### src/rtl/mmio_console.sv
// Memory-mapped transmit-only console: CPU stores feed a byte FIFO drained by an 8N1 serializer.
// Optional exit-code register at EXIT_ADDR is enabled by defining MMIO_CONSOLE_EXIT_EN.
module mmio_console #(
    parameter int unsigned CLKS_PER_BIT = 16,
    parameter int unsigned FIFO_DEPTH   = 8,
    parameter logic [31:0] CONSOLE_ADDR = 32'hFFFF_FFF0,
`ifdef MMIO_CONSOLE_EXIT_EN
    parameter logic [31:0] EXIT_ADDR    = 32'hFFFF_FFF4,
`endif
    parameter logic [31:0] STATUS_ADDR  = 32'hFFFF_FFF8
) (
    input  logic        clk,
    input  logic        reset,
    input  logic        MemWrite,
    input  logic [31:0] DataAdr,
    input  logic [31:0] WriteData,
    input  logic        Ecall,
    input  logic        Ebreak,
    output logic [31:0] ReadData,
    output logic        tx,
    output logic        tx_busy,
    output logic        overflow,
    output logic        halted,
`ifdef MMIO_CONSOLE_EXIT_EN
    output logic [31:0] exit_code,
`endif
    output logic        done
);

    localparam int unsigned PtrW = $clog2(FIFO_DEPTH);
    localparam int unsigned CntW = $clog2(CLKS_PER_BIT);
    localparam logic [CntW-1:0] CntMax = CntW'(CLKS_PER_BIT - 1);
    localparam logic [PtrW:0]   CountFull = (PtrW + 1)'(FIFO_DEPTH);

    typedef enum logic [1:0] {StIdle, StStart, StData, StStop} state_e;

    logic [7:0]      fifo_q [FIFO_DEPTH];
    logic [PtrW-1:0] wr_ptr_q, wr_ptr_d, rd_ptr_q, rd_ptr_d;
    logic [PtrW:0]   count_q, count_d;
    state_e          state_q, state_d;
    logic [CntW-1:0] clk_cnt_q, clk_cnt_d;
    logic [2:0]      bit_idx_q, bit_idx_d;
    logic [7:0]      shift_q, shift_d;
    logic            tx_q, tx_d;
    logic            overflow_q, overflow_d;
    logic            halted_q, halted_d;
    logic            done_q, done_d;

    logic full, empty, pop, push_req, push, halt_req;

`ifdef MMIO_CONSOLE_EXIT_EN
    logic        exit_store;
    logic [31:0] exit_code_q, exit_code_d;
    assign exit_store  = MemWrite && (DataAdr == EXIT_ADDR) && !halted_q;
    assign exit_code_d = exit_store ? WriteData : exit_code_q;
    assign halt_req    = Ecall || Ebreak || exit_store;
    assign exit_code   = exit_code_q;
`else
    logic unused_wdata;
    assign unused_wdata = ^WriteData[31:8];
    assign halt_req     = Ecall || Ebreak;
`endif

    assign full     = (count_q == CountFull);
    assign empty    = (count_q == '0);
    assign pop      = (state_q == StIdle) && !empty;
    assign push_req = MemWrite && (DataAdr == CONSOLE_ADDR) && !halted_q;
    // A pop in the same cycle frees a slot, so a full FIFO can still take the byte.
    assign push     = push_req && (!full || pop);

    always_comb begin
        wr_ptr_d   = push ? wr_ptr_q + PtrW'(1) : wr_ptr_q;
        rd_ptr_d   = pop ? rd_ptr_q + PtrW'(1) : rd_ptr_q;
        count_d    = count_q;
        unique case ({push, pop})
            2'b10:   count_d = count_q + (PtrW + 1)'(1);
            2'b01:   count_d = count_q - (PtrW + 1)'(1);
            default: count_d = count_q;
        endcase
        overflow_d = overflow_q || (push_req && full && !pop);
        halted_d   = halted_q || halt_req;
        done_d     = done_q || (halted_q && empty && (state_q == StIdle));
    end

    always_comb begin
        state_d   = state_q;
        clk_cnt_d = clk_cnt_q;
        bit_idx_d = bit_idx_q;
        shift_d   = shift_q;
        unique case (state_q)
            StIdle: begin
                if (!empty) begin
                    shift_d   = fifo_q[rd_ptr_q];
                    clk_cnt_d = '0;
                    state_d   = StStart;
                end
            end
            StStart: begin
                clk_cnt_d = clk_cnt_q + CntW'(1);
                if (clk_cnt_q == CntMax) begin
                    clk_cnt_d = '0;
                    bit_idx_d = '0;
                    state_d   = StData;
                end
            end
            StData: begin
                clk_cnt_d = clk_cnt_q + CntW'(1);
                if (clk_cnt_q == CntMax) begin
                    clk_cnt_d = '0;
                    shift_d   = {1'b0, shift_q[7:1]};
                    bit_idx_d = bit_idx_q + 3'd1;
                    if (bit_idx_q == 3'd7) begin
                        state_d = StStop;
                    end
                end
            end
            StStop: begin
                clk_cnt_d = clk_cnt_q + CntW'(1);
                if (clk_cnt_q == CntMax) begin
                    clk_cnt_d = '0;
                    state_d   = StIdle;
                end
            end
            default: state_d = StIdle;
        endcase
    end

    // The line follows the state one cycle late, giving the two-cycle store-to-start latency.
    always_comb begin
        tx_d = 1'b1;
        unique case (state_q)
            StStart: tx_d = 1'b0;
            StData:  tx_d = shift_q[0];
            default: tx_d = 1'b1;
        endcase
    end

    always_ff @(posedge clk) begin
        if (reset) begin
            wr_ptr_q    <= '0;
            rd_ptr_q    <= '0;
            count_q     <= '0;
            state_q     <= StIdle;
            clk_cnt_q   <= '0;
            bit_idx_q   <= '0;
            shift_q     <= '0;
            tx_q        <= 1'b1;
            overflow_q  <= 1'b0;
            halted_q    <= 1'b0;
            done_q      <= 1'b0;
`ifdef MMIO_CONSOLE_EXIT_EN
            exit_code_q <= '0;
`endif
        end else begin
            wr_ptr_q    <= wr_ptr_d;
            rd_ptr_q    <= rd_ptr_d;
            count_q     <= count_d;
            state_q     <= state_d;
            clk_cnt_q   <= clk_cnt_d;
            bit_idx_q   <= bit_idx_d;
            shift_q     <= shift_d;
            tx_q        <= tx_d;
            overflow_q  <= overflow_d;
            halted_q    <= halted_d;
            done_q      <= done_d;
`ifdef MMIO_CONSOLE_EXIT_EN
            exit_code_q <= exit_code_d;
`endif
        end
    end

    always_ff @(posedge clk) begin
        if (!reset && push) begin
            fifo_q[wr_ptr_q] <= WriteData[7:0];
        end
    end

    assign tx       = tx_q;
    assign tx_busy  = !empty || (state_q != StIdle);
    assign overflow = overflow_q;
    assign halted   = halted_q;
    assign done     = done_q;
    assign ReadData = (DataAdr == STATUS_ADDR) ? {29'b0, overflow_q, tx_busy, full} : 32'b0;

endmodule

### config.mk
export PLATFORM = sky130hd
export DESIGN_NAME = mmio_console
export DESIGN_NICKNAME = d
export VERILOG_FILES = /design/src/rtl/mmio_console.sv
export SDC_FILE = /design/constraint.sdc
export NUM_CORES = 1
export LEC_CHECK = 0
export ABC_AREA = 1
export BUFFER_PORTS_ARGS = -buffer_cell sky130_fd_sc_hd__buf_2
export CAP_MARGIN = 30
export CORE_ASPECT_RATIO = 1.75
export CORE_MARGIN = 8
export CORE_UTILIZATION = 51
export CTS_CLUSTER_DIAMETER = 150
export DETAILED_ROUTE_END_ITERATION = 8
export PLACE_DENSITY = 0.76
export SETUP_SLACK_MARGIN = 0.1
export SLEW_MARGIN = 15
export SYNTH_ARGS = -nofsm -noshare
export SYNTH_HDL_FRONTEND = slang
export SYNTH_SLANG_ARGS = --single-unit
export TNS_END_PERCENT = 100
### constraint.sdc
create_clock -name clk -period 2.8 [get_ports clk]
set_clock_uncertainty 0.1 [all_clocks]
set_input_delay 0.14 -clock clk [delete_from_list [all_inputs] [get_ports clk]]
set_output_delay 0.14 -clock clk [all_outputs]
set_load 0.05 [all_outputs]
After elaboration in Yosys (flattened, before gate mapping)
Memory sizes are Yosys's and may differ from the RTL's. A register that Yosys moved wholly into a read port is not among the register bits.
Index checks and enable logic that the tools add are counted.
W data, S select, Z words.
Word-level totals
  register bits after elaboration: 31
  RAM bits: 64
  output and inout bits: 37
  logic and storage cells: 85
  memories: 1
Operators by class
  $add $sub $neg: 6
  equality and inequality tests: 15
  multiplexer cells: 22
  reduce and logical (&&, ||, !) cells: 30
Memory list
  fifo_q: words 8, width 8, read ports 1, clocked after memory_dff 1, write ports 1, line 37  | logic [7:0] fifo_q [FIFO_DEPTH];
Operator list (count)
  $eq A32 B32 Y1 const B: 2
  $mux W8: 2
  $pmux W4 S2: 2
  $pmux W8 S2: 1
  $mux W3: 5
  $mux W2: 5
  $ne A2 B2 Y1 const B: 5
  $add A3 B1 Y3 const B: 3
  $logic_and A1 B1 Y1: 9
  $add A4 B1 Y4 const B: 2
  $eq A4 B4 Y1 const B: 2
  $mux W4: 2
  $pmux W2 S4: 1
  $reduce_bool A2 Y1: 4
  $eq A2 B2 Y1 const B: 3
  $logic_or A1 B1 Y1: 6
  $pmux W3 S2: 1
  $reduce_and A3 Y1: 2
  $logic_not A1 Y1: 5
  $reduce_and A5 Y1: 1
  $eq A2 B1 Y1 const B: 2
  $logic_not A4 Y1: 1
  $sub A4 B1 Y4 const B: 1
  $eq A3 B3 Y1 const B: 1
  4 further kinds: 5

Logic depth before layout (Yosys ltp)
  word-level depth: 8
  depth in mapped cells: 18

Worst setup path before layout
Ideal clock, no wire load.
  path type: reg-to-reg
  from: register halted_q, in the netlist halted
  to: register count_q[3]
  setup time: 0.113 ns
  data arrival time: 2.129 ns
  path slack: 0.458 ns
  cell stages (with the launch flop): 17
  clock period less this slack: 2.342 ns
  path through: dfxtp_1 -> nor2_1 -> nand3_1 -> nor2_1 -> nand2_1 -> nor2_2 -> nand2_2 -> ha_1 -> ha_1 -> nand2_1 -> inv_1 -> o21ai_0 -> nand2_1 -> nand2_1 -> nand3_1 -> nor2_1 -> nor2_1
Between the ends
  longest elaborated chain between the ends: 5
  elaborated cells between the ends (all ways): 7
  those cells by class: eq/ne: 2; mux: 1; reduce/logical: 4
Ends and longest elaborated chain
  start: declaration: line 46  | logic halted_q, halted_d;
  start signal: assignment: line 164  | halted_q <= halted_d;
  $logic_not A1 Y1 (*): line 67  | assign push_req = MemWrite && (DataAdr == CONSOLE_ADDR) && !halted_q;
  $logic_and A1 B1 Y1 (*): line 67
  $logic_and A1 B1 Y1 (*): line 69  | assign push = push_req && (!full || pop);
  $eq A2 B1 Y1 / $eq A2 B2 Y1 (equally long branches): line 75  | unique case ({push, pop})
  $pmux W4 S2 / $reduce_bool A2 Y1 (equally long branches)
  end signal: assignment: line 157  | count_q <= count_d;
  end: declaration: line 39  | logic [PtrW:0] count_q, count_d;
Mark *: on every way between the ends. The rest lies on a longest branch, timed or not.
A chain may end at the register's enable or synchronous reset.

Worst setup path after layout
  from: register state_q[0]
  to: register count_q[3]
Between the ends
  longest elaborated chain between the ends: 6
  elaborated cells between the ends (all ways): 8
  those cells by class: eq/ne: 2; mux: 1; reduce/logical: 5
Ends and longest elaborated chain
  start: declaration: line 40  | state_e state_q, state_d;
  start signal: assignment: line 143  | state_q <= StIdle;
  start signal: assignment: line 158  | state_q <= state_d;
  $logic_not A2 Y1 (*): line 66  | assign pop = (state_q == StIdle) && !empty;
  $logic_and A1 B1 Y1 (*): line 66
  $logic_or A1 B1 Y1: line 69
  $logic_and A1 B1 Y1: line 69
  $eq A2 B1 Y1 / $eq A2 B2 Y1 (equally long branches): line 75
  $pmux W4 S2 / $reduce_bool A2 Y1 (equally long branches)
Marks and branches as above.

==> metrics.md <==
| Metric | Value |
|---|---|
| Post-synth top cells | `nand2_1, edfxtp_1, nand3_1` |
| Starting Density | `51.7%` |
| Total core area | `between 8000 and 9000 µm²` |
| Worst path arrival time | `2630 ps` |
| DP HPWL | `7340 µm` |
| Die Width | `88.1 µm` |
| Placed cell count | `671` |
| Cell Area, Synth | `4640 µm²` |
| Worst-margin pin slew | `532 ps` |
| Min-delay worst type | `in -> reg` |
| Worst EP required | `2940 ps` |
| #FFs+latches synth | `98` |
| Iteration-0 DRC Markers | `270` |
| Routed WL | `between 10000 and 15000 µm` |
| Post-synth top area share | `41.4%` |
| GRT Util Overall | `17.1%` |
| DP Area | `slightly below 5000 µm²` |
| Gpl congestion | `0.781` |
| MaxCap Viol Count | `0` |
| Most frequent cell after synthesis | `nand2_1` |
| Antenna Violating Nets Remaining | `0` |
| Max VDD drop | `0.000700 V` |
| Main synth FF type | `edfxtp_1` |
| Area contributors post-synth | `edfxtp_1, dfxtp_1, nand2_1` |
| CTS buffer count | `9` |
| Initial antenna violation count | `0` |
| Slew Limit Fails | `0` |
| Vias per cell | `5.12` |
| Slew headroom | `between 60% and 70%` |
| I/O Pins | `106` |
| Syn Area/Cell | `9.23 µm²` |
| Row count | `46` |
| Finish-stage setup viols | `0` |
| First-pass GRT wire length | `16400 µm` |
| Leak | `approximately 2.3 nW` |
| Startpoint type of the worst setup path | `flip-flop` |
| Final Instance Area | `~5400 µm²` |
| Clock slew at reported path FFs | `about 60 ps` |
| Register area share after synthesis | `56.1%` |
| ANT cells | `0` |
| Worst hold slack | `117 ps` |
| TritonRoute pass-1 iters | `4` |
| CTS root buf | `clkbuf_16` |
| Unrepaired setup endpoints after global routing | `false` |
| PortBufs | `52` |
| Number of flops mapped to enable cells by yosys | `64` |
| PD cells | `837 nW/µm²` |
| Cell taking the most area after synthesis | `edfxtp_1` |
| Unique masters post-synth | `35` |
| Outcome | `completed` |
| TNS Setup | `0 ps` |
| WL/cell | `about 15 µm` |
| Via count | `3572` |
| Die span in y | `142 µm` |
| DRC Markers | `0` |
| Total Power | `4.54 mW` |
| Fmax | `0.401 GHz` |
| CP Class | `reg -> reg` |
| Synthesis-to-finish area growth | `16.7%` |
| Post-route insts no fill | `698` |
| Largest net degree at the start of global routing | `32` |
| Die area | `12500 µm²` |
| Final worst path period share | `89.0%` |
| Final min period | `2490 ps` |
| Clk sinks | `98` |
| Nets | `656` |
| CTS Buffer Depth | `2` |
| Syn Inst Count | `503` |
| Gr ovfl total | `0` |
| Yosys warnings | `0` |
| Skew-Pair Late Insertion Delay | `340 ps` |
| H-tree Lvls | `3` |
| CP Max Fanout | `7` |
| Layout cells sized above 1 | `17.6%` |
| Asr flop ratio synth | `0%` |
| CTS tree | `yes` |
| Critical Path Sink Type | `flip-flop` |
| Hold Vio Cnt, Final | `0` |
| Vias in the first global route | `3619` |
==> cell type report <==
cell class	instances	area (µm²)
fill	743	3560
sequential	98	2600
multi-input combinational	348	1710
timing repair buffer	76	465
clock buffer	13	303
inverter	40	150
tap	120	150
clock inverter	3	40.0
==> path summary, 6_finish.rpt <==
path	startpoint	endpoint	slack [ps]	depth (start not counted)
hold / removal	reset	done	120	2
hold reg to reg	shift_q[5]	shift_q[5]	370	2
setup / recovery	state_q[0]	count_q[3]	310	15
setup reg to reg	state_q[0]	count_q[3]	310	15
==> cells in the final DEF (no fill, tap or decap), types with 3 or more instances in the layout <==
cell           Yosys  layout
inv_2              6       6
nor2_1            51      51
clkbuf_16          0      11
dlygate4sd3_1      0      10
nor2_2             5       5
o21ai_0            8       7
nand3_1           64      64
a21oi_1           25      25
nand4_1            4       4
buf_2              9      52
conb_1             1      29
o211ai_1           3       3
inv_1             34      34
buf_4             30      14
edfxtp_1          64      64
nand2_1          126     126
dfxtp_1           34      34
ha_1              13      13
==> cell families (layout without fill, tap and decap cells) <==
logic type | Yosys count | after routing | share of synthesized area, %
AO/OA/AOI/OAI | 41 | 41 | 4.96
XOR/XNOR | 2 | 2 | 0.378
adder cells (fa/ha/maj) | 14 | 14 | 3.94
buffers and inverters | 85 | 132 | 9.71
flip-flops | 98 | 98 | 56.1
other | 1 | 29 | 0.0808
AND/OR/NAND/NOR | 262 | 262 | 24.9
==> routing by layer <==
layer,part of all wire (%),GRT usage (%)
met1,37,17.7
met2,52,31.1
met3,6.9,2.83
met4,3.5,9.60
met5,0,0
==> per-stage QoR <==
step                util, %  setup slack, ps
CTS                    60.1              136
global route           60.3              112
floorplan                 -              458
detailed placement     55.2             83.2
global placement       55.2              309
finish                 60.3              307
==> power breakdown <==
part           switching (mW)  internal, mW  total, mW
Sequential             0.0760          1.64       1.72
Clock                   0.500         0.846       1.35
Combinational            1.02         0.450       1.47
Total                    1.60          2.94       4.54
==> worst max-delay path, stage by stage (launching register included) <==
cell,delay (ps)
dfxtp_1,380
inv_1,110
ha_1,270
inv_2,160
nand4_4,160
nand2_2,100
ha_1,210
ha_1,250
nand2_1,70
inv_1,50
o21ai_2,150
nand2_1,80
nand2_1,60
nand3_1,90
nor2_1,110
nor2_1,50
==> sequential cells by signal, indices dropped and copies added (netlist names), named ones only <==
signal	count
fifo_q	64
shift_q	8
clk_cnt_q	4
count_q	4
bit_idx_q	3
rd_ptr_q	3
wr_ptr_q	3
state_q	2
done	1
halted	1
overflow	1
tx	1
==> timing repair <==
| action | CTS | global route |
|---|---|---|
| pin swaps | 0 | 1 |
| hold buffers | 10 | 0 |
| buffers inserted | 0 | 1 |
| endpoints found under the setup margin | 1 | 1 |
| resized for setup | 1 | 2 |
| endpoints found under the hold margin | 65 | 0 |
| cloned | 0 | 0 |
(Power assumes the default switching activity.)
